<file path="src/rtl/spi_arbiter_seq.sv">
// Two-port transaction sequencer in front of SPIMaster.
// Grants the SPIMaster to r0 or r1 for a whole multi-byte transaction, drives
// the active-low slave selects with setup/hold/gap timing, and aborts a byte
// whose completion never arrives within TIMEOUT cycles.
module spi_arbiter_seq #(
   parameter int CS_SETUP = 2,
   parameter int CS_HOLD  = 2,
   parameter int IDLE_GAP = 1,
   parameter int TIMEOUT  = 1023
) (
   input  logic       clk,
   input  logic       rst,
   input  logic       r0_req,
   input  logic       r1_req,
   input  logic [1:0] r0_cs,
   input  logic [1:0] r1_cs,
   input  logic [3:0] r0_len,
   input  logic [3:0] r1_len,
   input  logic [7:0] r0_tx,
   input  logic [7:0] r1_tx,
   output logic       r0_tx_ack,
   output logic       r1_tx_ack,
   output logic [7:0] r0_rx,
   output logic [7:0] r1_rx,
   output logic       r0_rx_valid,
   output logic       r1_rx_valid,
   output logic       r0_grant,
   output logic       r1_grant,
   output logic       r0_done,
   output logic       r1_done,
   output logic       r0_err,
   output logic       r1_err,
   output logic       spi_start,
   output logic [0:7] spi_data_in,
   input  logic       spi_busy,
   input  logic       spi_new_data,
   input  logic [0:7] spi_data_out,
   output logic [3:0] ss_n
);

   localparam int SH_MAX = (CS_SETUP > CS_HOLD) ? CS_SETUP : CS_HOLD;
   localparam int PH_MAX = (SH_MAX > IDLE_GAP) ? SH_MAX : IDLE_GAP;
   localparam int PW     = $clog2(PH_MAX + 1);
   localparam int TW     = $clog2(TIMEOUT + 1);

   localparam logic [PW-1:0] SETUP_LAST = PW'(CS_SETUP - 1);
   localparam logic [PW-1:0] HOLD_LAST  = PW'(CS_HOLD - 1);
   localparam logic [PW-1:0] GAP_LAST   = PW'(IDLE_GAP - 1);
   localparam logic [TW-1:0] TO_LAST    = TW'(TIMEOUT - 1);

   typedef enum logic [2:0] {
      S_IDLE,
      S_ARB,
      S_SETUP,
      S_LOAD,
      S_WAIT,
      S_HOLD,
      S_GAP
   } state_t;

   state_t        state;
   logic          owner;       // 0 = r0, 1 = r1
   logic          last_owner;  // port granted most recently
   logic [1:0]    cs_q;
   logic [3:0]    byte_cnt;    // bytes remaining minus one
   logic [PW-1:0] phase;       // shared SETUP/HOLD/GAP cycle counter
   logic [TW-1:0] timer;
   logic          abort;
   logic          pick;
   logic          load_fire;

   // Round-robin choice and the byte handshake that must fire in the cycle busy drops.
   always_comb begin
      pick        = r1_req && (!r0_req || !last_owner);
      load_fire   = (state == S_LOAD) && !spi_busy;
      spi_start   = load_fire;
      r0_tx_ack   = load_fire && !owner;
      r1_tx_ack   = load_fire && owner;
      spi_data_in = owner ? r1_tx : r0_tx;
   end

   // Transaction sequencer: arbitration, slave-select timing, byte loop and timeout.
   always_ff @(posedge clk or negedge rst) begin
      if (!rst) begin
         state       <= S_IDLE;
         owner       <= 1'b0;
         last_owner  <= 1'b1;
         cs_q        <= '0;
         byte_cnt    <= '0;
         phase       <= '0;
         timer       <= '0;
         abort       <= 1'b0;
         ss_n        <= '1;
         r0_grant    <= 1'b0;
         r1_grant    <= 1'b0;
         r0_rx       <= '0;
         r1_rx       <= '0;
         r0_rx_valid <= 1'b0;
         r1_rx_valid <= 1'b0;
         r0_done     <= 1'b0;
         r1_done     <= 1'b0;
         r0_err      <= 1'b0;
         r1_err      <= 1'b0;
      end else begin
         r0_rx_valid <= 1'b0;
         r1_rx_valid <= 1'b0;
         r0_done     <= 1'b0;
         r1_done     <= 1'b0;
         r0_err      <= 1'b0;
         r1_err      <= 1'b0;
         case (state)
            S_IDLE: begin
               if (r0_req || r1_req) state <= S_ARB;
            end
            S_ARB: begin
               if (r0_req || r1_req) begin
                  owner    <= pick;
                  cs_q     <= pick ? r1_cs : r0_cs;
                  byte_cnt <= pick ? r1_len : r0_len;
                  r0_grant <= !pick;
                  r1_grant <= pick;
                  ss_n     <= ~(4'b0001 << (pick ? r1_cs : r0_cs));
                  phase    <= '0;
                  abort    <= 1'b0;
                  state    <= S_SETUP;
               end else begin
                  state <= S_IDLE;
               end
            end
            S_SETUP: begin
               if (phase == SETUP_LAST) begin
                  phase <= '0;
                  state <= S_LOAD;
               end else begin
                  phase <= phase + 1'b1;
               end
            end
            S_LOAD: begin
               if (!spi_busy) begin
                  timer <= '0;
                  state <= S_WAIT;
               end
            end
            S_WAIT: begin
               if (spi_new_data) begin
                  if (owner) begin
                     r1_rx       <= spi_data_out;
                     r1_rx_valid <= 1'b1;
                  end else begin
                     r0_rx       <= spi_data_out;
                     r0_rx_valid <= 1'b1;
                  end
                  if (byte_cnt == 4'd0) begin
                     phase <= '0;
                     state <= S_HOLD;
                  end else begin
                     byte_cnt <= byte_cnt - 1'b1;
                     state    <= S_LOAD;
                  end
               end else if (timer == TO_LAST) begin
                  abort <= 1'b1;
                  phase <= '0;
                  state <= S_HOLD;
               end else begin
                  timer <= timer + 1'b1;
               end
            end
            S_HOLD: begin
               if (phase == HOLD_LAST) begin
                  ss_n    <= '1;
                  r0_done <= !owner;
                  r1_done <= owner;
                  r0_err  <= !owner && abort;
                  r1_err  <= owner && abort;
                  phase   <= '0;
                  state   <= S_GAP;
               end else begin
                  phase <= phase + 1'b1;
               end
            end
            S_GAP: begin
               if (phase == GAP_LAST) begin
                  r0_grant   <= 1'b0;
                  r1_grant   <= 1'b0;
                  last_owner <= owner;
                  phase      <= '0;
                  state      <= S_IDLE;
               end else begin
                  phase <= phase + 1'b1;
               end
            end
            default: state <= S_IDLE;
         endcase
      end
   end

endmodule

</file>
<file path="config.mk">
export PLATFORM = sky130hd
export DESIGN_NAME = spi_arbiter_seq
export DESIGN_NICKNAME = d
export VERILOG_FILES = /design/src/rtl/spi_arbiter_seq.sv
export SDC_FILE = /design/constraint.sdc
export NUM_CORES = 1
export LEC_CHECK = 0
export ABC_AREA = 1
export CORE_MARGIN = 3
export CORE_UTILIZATION = 40
export CTS_BUF_LIST = sky130_fd_sc_hd__clkbuf_4
export DETAILED_ROUTE_END_ITERATION = 8
export MAX_ROUTING_LAYER = met4
export PLACE_DENSITY = 0.78
export SKIP_LAST_GASP = 1
export SYNTH_ARGS = -nofsm -noshare
export SYNTH_HDL_FRONTEND = slang
export SYNTH_SLANG_ARGS = --single-unit
</file>
<file path="constraint.sdc">
create_clock -name clk -period 2.15 [get_ports clk]
set_input_delay 0.3225 -clock clk [delete_from_list [all_inputs] [get_ports clk]]
set_output_delay 0.3225 -clock clk [all_outputs]
set_load 0.01 [all_outputs]
</file>
==> results of run 1 <==
-- kinds of logic after synthesis --
logic type | Yosys count | share of synthesized area, %
AO/OA/AOI/OAI | 38 | 7.46
XOR/XNOR | 5 | 1.60
adder cells (fa/ha/maj) | 7 | 3.20
buffers and inverters | 54 | 8.10
flip-flops | 50 | 46.0
AND/OR/NAND/NOR | 221 | 33.7
-- metrics by stage --
step / hold WS, ps / total power, mW / area [sq um] / util, % / std cells
after floorplan: 26.9 / 2.74 / 2740 / - / 375
final: 25.3 / 4.23 / 3720 / 57.2 / 540
after detailed placement: 473 / 3.74 / 3630 / 56.0 / 532
after global routing: 67.5 / 4.58 / 3720 / 57.2 / 540
after global placement: 465 / 3.67 / 3630 / 56.0 / 532
after CTS: 37.9 / 4.25 / 3720 / 57.2 / 540
-- state kept, by name (all words and copies together), names as in the netlist, 2 cells and up --
name	cells
phase	2
byte_cnt	4
ss_n	4
timer	10
state	3
r1_rx	8
r0_rx	8
-- worst paths after layout --
check | end | slack, ps | cells after the start
worst max-delay path | spi_start | 90 | 4
max in group asynchronous | state[1] | 1710 | 2
worst max register to register | timer[6] | 440 | 8
worst min register to register | ss_n[0] | 500 | 2
worst min-delay path | timer[3] | 30 | 2
min in group clk | r1_rx[3] | 470 | 3
-- metal layers --
metal / vias to the layer above / global-route usage [%] / share of wire, %
met4: 0 / 3.71 / 0.83
met3: 6 / 6.15 / 7.7
met1: 1194 / 23.1 / 45
met5: - / - / 0
li1: 1332 / - / -
met2: 78 / 30.4 / 46
-- cell usage in the layout, fill, tap and decap left out, types with 3 or more instances in the layout --
cell type          n
o21ai_1            3
nand4_1            6
nand3_1           18
dfstp_2            5
xor2_1             3
dfrtp_1           45
ha_1               7
nand2_1          146
nor2_1            33
o21ai_0           25
inv_6              3
clkdlybuf4s50_1   77
a21oi_1            5
inv_2              7
inv_1             40
buf_4              7
clkbuf_4           5
nand2_2            5
-- cell type report --
class,instances,share of cell area [%]
Clock inverter,3,0.707
Clock buffer,5,1.01
Multi-Input combinational cell,271,34.3
Timing Repair Buffer,87,22.8
Inverter,47,4.75
Sequential cell,50,33.8
Tap cell,77,2.59
-- power groups by stage --
stage | sequential [mW] | combinational, mW | clock [mW]
3_5_place_dp | 1.51 | 2.23 | 0
4_1_cts | 1.51 | 2.25 | 0.494
5_1_grt | 1.55 | 2.50 | 0.530
6_report | 1.51 | 2.23 | 0.480
2_1_floorplan | 1.59 | 1.15 | 0
3_3_place_gp | 1.51 | 2.17 | 0
-- worst register-to-register path, delay by kind of cell, from the launching register on --
| kind | cells | cell delay, ps |
|---|---|---|
| AOI/OAI and AO/OA | 1 | 360 |
| buffers and inverters | 2 | 340 |
| DFF | 1 | 450 |
| and+or+nand+nor | 5 | 520 |
-- what timing repair did --
action,4_1_cts,5_1_grt
endpoints found under the setup margin,3,1
resized for setup,6,1
pin swaps,1,0
==> run_results.csv, run 1 <==
group,metric,value,unit
status,status,"finished clean",
worst_setup_path,critPathSlowestCell,"clkdlybuf4s50_1",
worst_setup_path,critPathMaxFanout,5,
clock_network,postCtsSetupBuffers,0,
worst_setup_path,worst_setup_path_start_kind,"flop",
finish,multi_input_area,1280,sq um
clock_network,numCtsBuffers,5,
sta,min_period,2060,ps
worst_setup_path,slowest_delay,560,ps
clock_network,clock_latency,380,ps
power_and_ir_drop,switching_share,42.0,%
synth,ys_ff_latch,50,
worst_setup_path,crit_family,"buffers and inverters",
synth,ys.warnings.count,0,
route,avgViaCountPerCell,4.83,
route,drc,0,
clock_network,cts_tree,"yes",
flow_run,max-cap-violations,0,
synth,synth_top_area_share,41.2,%
route,drt-wirelength-per-cell,12.8,microns
worst_setup_path,critical_path_arrival,1740,ps
finish,fill_cells,611,
hold_path,hold_path.class,"input port to async pin",
synth,yosysMostFrequentCell,"nand2_1",
power_and_ir_drop,p_comb_share,52.9,%
synth,ys_types,29,
power_and_ir_drop,clockPowerShare,11.3,%
worst_setup_path,crit_chain,"inv_2, nand3_4, nor2_4, clkdlybuf4s50_1",
route,ant_nets,0,
place,dp_slack,151,ps
synth,yosys-top-cells-count,"146 x nand2_1, 45 x dfrtp_1, 41 x inv_1",
synth,async_flop_share,100,%
synth,syn_area,2740,sq um
sta,setup_violations,0,
floorplan,dieArea,7870,sq um
synth,avgSynthCellArea,7.29,sq um
synth,netlist_top_cells_area,"dfrtp_1 41%, nand2_1 20%, inv_1 5.6%, dfstp_2 4.8%, nor2_1 4.7%",
worst_setup_path,crit_path_end_kind,"output port",
sta,tns,0,ps
clock_network,htree_levels,2,
global_routing,grt_max_degree,51,
clock_network,cts_max_path_buffers,2,
power_and_ir_drop,p_int,2.45,mW
worst_setup_path,required,1830,ps
sta,relSlewSlack,58.6,%
power_and_ir_drop,powerDensity,1140,nW/um^2
sta,grt_setup_unrepaired,"no",
floorplan,floorplan.initialDensity,42.1,%
power_and_ir_drop,p_leak,1.85,nW
sta,slew_viol_final,0,
clock_network,clkTransAtPathRegs,160,ps
global_routing,grt_pass1_wl,11500,microns
finish,drive_gt1_share,9.07,%
sta,clock.fmax,485,MHz
floorplan,fp-row-count,29,
synth,yosysSeqAreaShare,46.0,%
synth,yosysTopAreaCell,"dfrtp_1",
worst_setup_path,cp-startpoint,"state[2]",
global_routing,grt_remaining_overflow,0,
global_routing,grt_usage,18.8,%
route,wirelength,6890,microns
finish,nNetsFinal,511,
sta,period_share,96.0,%
clock_network,cts_hold_buffers,0,
synth,synth_edf_count,0,
finish,area_growth,35.9,%
global_routing,antenna_found_initial,0,
route,vias,2610,
synth,syn_inst,375,
power_and_ir_drop,peakVddDrop,0.589,mV
sta,tightest_slew,622,ps
floorplan,core,6490,sq um
synth,ys.flop_type,"dfrtp_1",
finish,antennaDiodeCount,0,
clock_network,cts.sinks,50,
worst_setup_path,critPathBufInv,2,
floorplan,fp.dieH,88.7,microns
power_and_ir_drop,power.share.sequential,35.8,%
finish,seq_area,1260,sq um
global_routing,grt_pass1_vias,2587,
route,detail_route.first_pass.iterations,4,
place,dp_hpwl,5170,microns
worst_setup_path,r2r_start,"state[0]",
floorplan,die_x,88.7,microns
sta,hold_viol_final,0,
sta,skew,13.0,ps
place,port_buffers,80,
sta,layout_setup_ws,86.4,ps
place,gp_congestion,0.870,
floorplan,ioPinCount,81,
clock_network,root_buffer,"clkbuf_4",
synth,syn_nets,424,
worst_setup_path,critPathKind,"flop to output port",
route,drt-initial-drc-count,157,
power_and_ir_drop,p_switching,1.78,mW
No activity file was read; power rests on OpenSTA's default activity.
==> run 2, diff against run 1 <==
--- a/config.mk
+++ b/config.mk
@@ -10,8 +10,9 @@
 export CORE_UTILIZATION = 40
 export CTS_BUF_LIST = sky130_fd_sc_hd__clkbuf_4
 export DETAILED_ROUTE_END_ITERATION = 8
+export DONT_BUFFER_PORTS = 1
 export MAX_ROUTING_LAYER = met4
-export PLACE_DENSITY = 0.78
+export PLACE_DENSITY = 0.62
 export SKIP_LAST_GASP = 1
 export SYNTH_ARGS = -nofsm -noshare
 export SYNTH_HDL_FRONTEND = slang
==> run_results.csv, run 2 (synthesized netlist as in run 1, its figures left out) <==
group,metric,value,unit
power_and_ir_drop,p_leak,1.53,nW
floorplan,floorplan.initialDensity,42.1,%
global_routing,grt_max_degree,51,
sta,hold_viol_final,0,
finish,nNetsFinal,429,
finish,fill_cells,653,
global_routing,grt_usage,16.5,%
power_and_ir_drop,power.share.sequential,48.5,%
sta,skew,17.7,ps
floorplan,die_x,88.7,microns
worst_setup_path,critPathKind,"flop to output port",
global_routing,antenna_found_initial,0,
power_and_ir_drop,power.total,3.54,mW
floorplan,fp-row-count,29,
clock_network,htree_levels,2,
place,gp_congestion,0.827,
power_and_ir_drop,p_switching,1.65,mW
global_routing,grt_pass1_vias,2059,
finish,final_common_cell,"nand2_1",
global_routing,grt_remaining_overflow,0,
clock_network,cts.sinks,50,
power_and_ir_drop,powerDensity,1220,nW/um^2
power_and_ir_drop,switching_share,46.6,%
route,drt-initial-drc-count,121,
sta,clock.fmax,491,MHz
sta,relSlewSlack,72.5,%
sta,setup_violations,0,
power_and_ir_drop,clockPowerShare,13.8,%
worst_setup_path,critPathSlowestCell,"dfrtp_1",
power_and_ir_drop,p_comb_share,37.7,%
finish,drive_gt1_share,9.45,%
global_routing,grt_pass1_wl,9890,microns
flow_run,max-cap-violations,0,
sta,period_share,94.8,%
floorplan,core,6490,sq um
hold_path,hold_path.class,"input port to flop",
finish,multi_input_area,1260,sq um
worst_setup_path,worst_setup_path_start_kind,"flop",
route,ant_nets,0,
floorplan,dieArea,7870,sq um
power_and_ir_drop,p_int,1.89,mW
worst_setup_path,crit_chain,"inv_2, nand3_1, nor2_2, inv_1, nor2_1",
sta,grt_setup_unrepaired,"no",
finish,top_regs,"timer: 10 flops, r0_rx: 8 flops, r1_rx: 8 flops",
finish,largest-register,"timer",
worst_setup_path,required,1830,ps
floorplan,fp.dieH,88.7,microns
route,vias,2290,
worst_setup_path,critPathMaxFanout,7,
clock_network,cts_tree,"yes",
clock_network,clock_latency,390,ps
sta,tightest_slew,413,ps
finish,area_growth,6.54,%
worst_setup_path,crit_path_end_kind,"output port",
clock_network,root_buffer,"clkbuf_4",
clock_network,clkTransAtPathRegs,170,ps
route,wirelength,6180,microns
finish,largest_reg_flops,10,
floorplan,ioPinCount,81,
route,detail_route.first_pass.iterations,4,
sta,min_period,2040,ps
finish,antennaDiodeCount,0,
place,port_buffers,0,
status,status,"finished clean",
sta,slew_viol_final,0,
clock_network,cts_max_path_buffers,2,
route,drt-wirelength-per-cell,13.5,microns
finish,final_cell_mix,"146 x nand2_1, 45 x dfrtp_1, 41 x inv_1",
route,drc,0,
finish,seq_area,1260,sq um
power_and_ir_drop,peakVddDrop,0.519,mV
place,dp_hpwl,4580,microns
worst_setup_path,critical_path_arrival,1710,ps
sta,tns,0,ps
worst_setup_path,slowest_delay,520,ps
clock_network,numCtsBuffers,5,
route,avgViaCountPerCell,5.00,
## run 2: what timing repair did
item	4_1_cts	5_1_grt
hold endpoints to repair	50	0
hold buffers	2	0
resized for setup	0	1
setup buffers	0	0
endpoints found under the setup margin	0	2
## run 2: final timing paths
kind                                 start           to  slack (ps)  depth (start not counted)
min reg2reg                    byte_cnt[0]  byte_cnt[0]         500                          2
min in group asynchronous              rst     timer[3]         420                          2
max                               state[2]    r1_tx_ack         110                          5
max reg2reg                       state[2]      ss_n[1]         560                          8
max in group asynchronous              rst      ss_n[3]        1420                          2
min                        spi_data_out[3]     r1_rx[4]          60                          2
## run 2: final cells by class
type / count / area share, %
clock buffer: 5 / 1.29
clock inverter: 3 / 0.945
inverter: 47 / 6.05
multi-input combinational: 271 / 43.2
sequential: 50 / 43.2
tap: 77 / 3.31
timing repair buffer: 5 / 2.06
## run 2: power by group through the flow
stage | Combinational [mW] | Sequential (mW) | Clock (mW)
2_1_floorplan | 1.15 | 1.59 | 0
3_3_place_gp | 1.29 | 1.73 | 0
3_5_place_dp | 1.33 | 1.73 | 0
4_1_cts | 1.35 | 1.72 | 0.506
5_1_grt | 1.57 | 1.77 | 0.547
6_report | 1.34 | 1.72 | 0.488
## run 2: through the flow
| step | cell area, sq um | hold slack, ps | util (%) | setup WS [ps] | cells |
|---|---|---|---|---|---|
| floorplan | 2740 | 26.9 | - | 674 | 375 |
| global placement | 2810 | 28.4 | 43.2 | 515 | 448 |
| detailed placement | 2810 | 28.4 | 43.2 | 535 | 448 |
| CTS | 2910 | 37.0 | 44.8 | 81.6 | 458 |
| global route | 2910 | 30.8 | 44.9 | 21.5 | 458 |
| finish | 2910 | 62.7 | 44.9 | 113 | 458 |
## run 2: routing by layer
| metal | wire length (microns) | GRT usage [%] | vias up |
|---|---|---|---|
| met3 | 444 | 5.21 | 9 |
| met2 | 2850 | 24.5 | 64 |
| met5 | 0 | - | - |
| met4 | 131 | 5.91 | 0 |
| met1 | 2750 | 21.2 | 1042 |
| li1 | - | - | 1175 |
## run 2: worst max-delay path: cells and delay by family, from the launching register on
family / cells / cell delay (ps)
flops: 1 / 520
buf+inv: 2 / 230
simple gates: 3 / 600
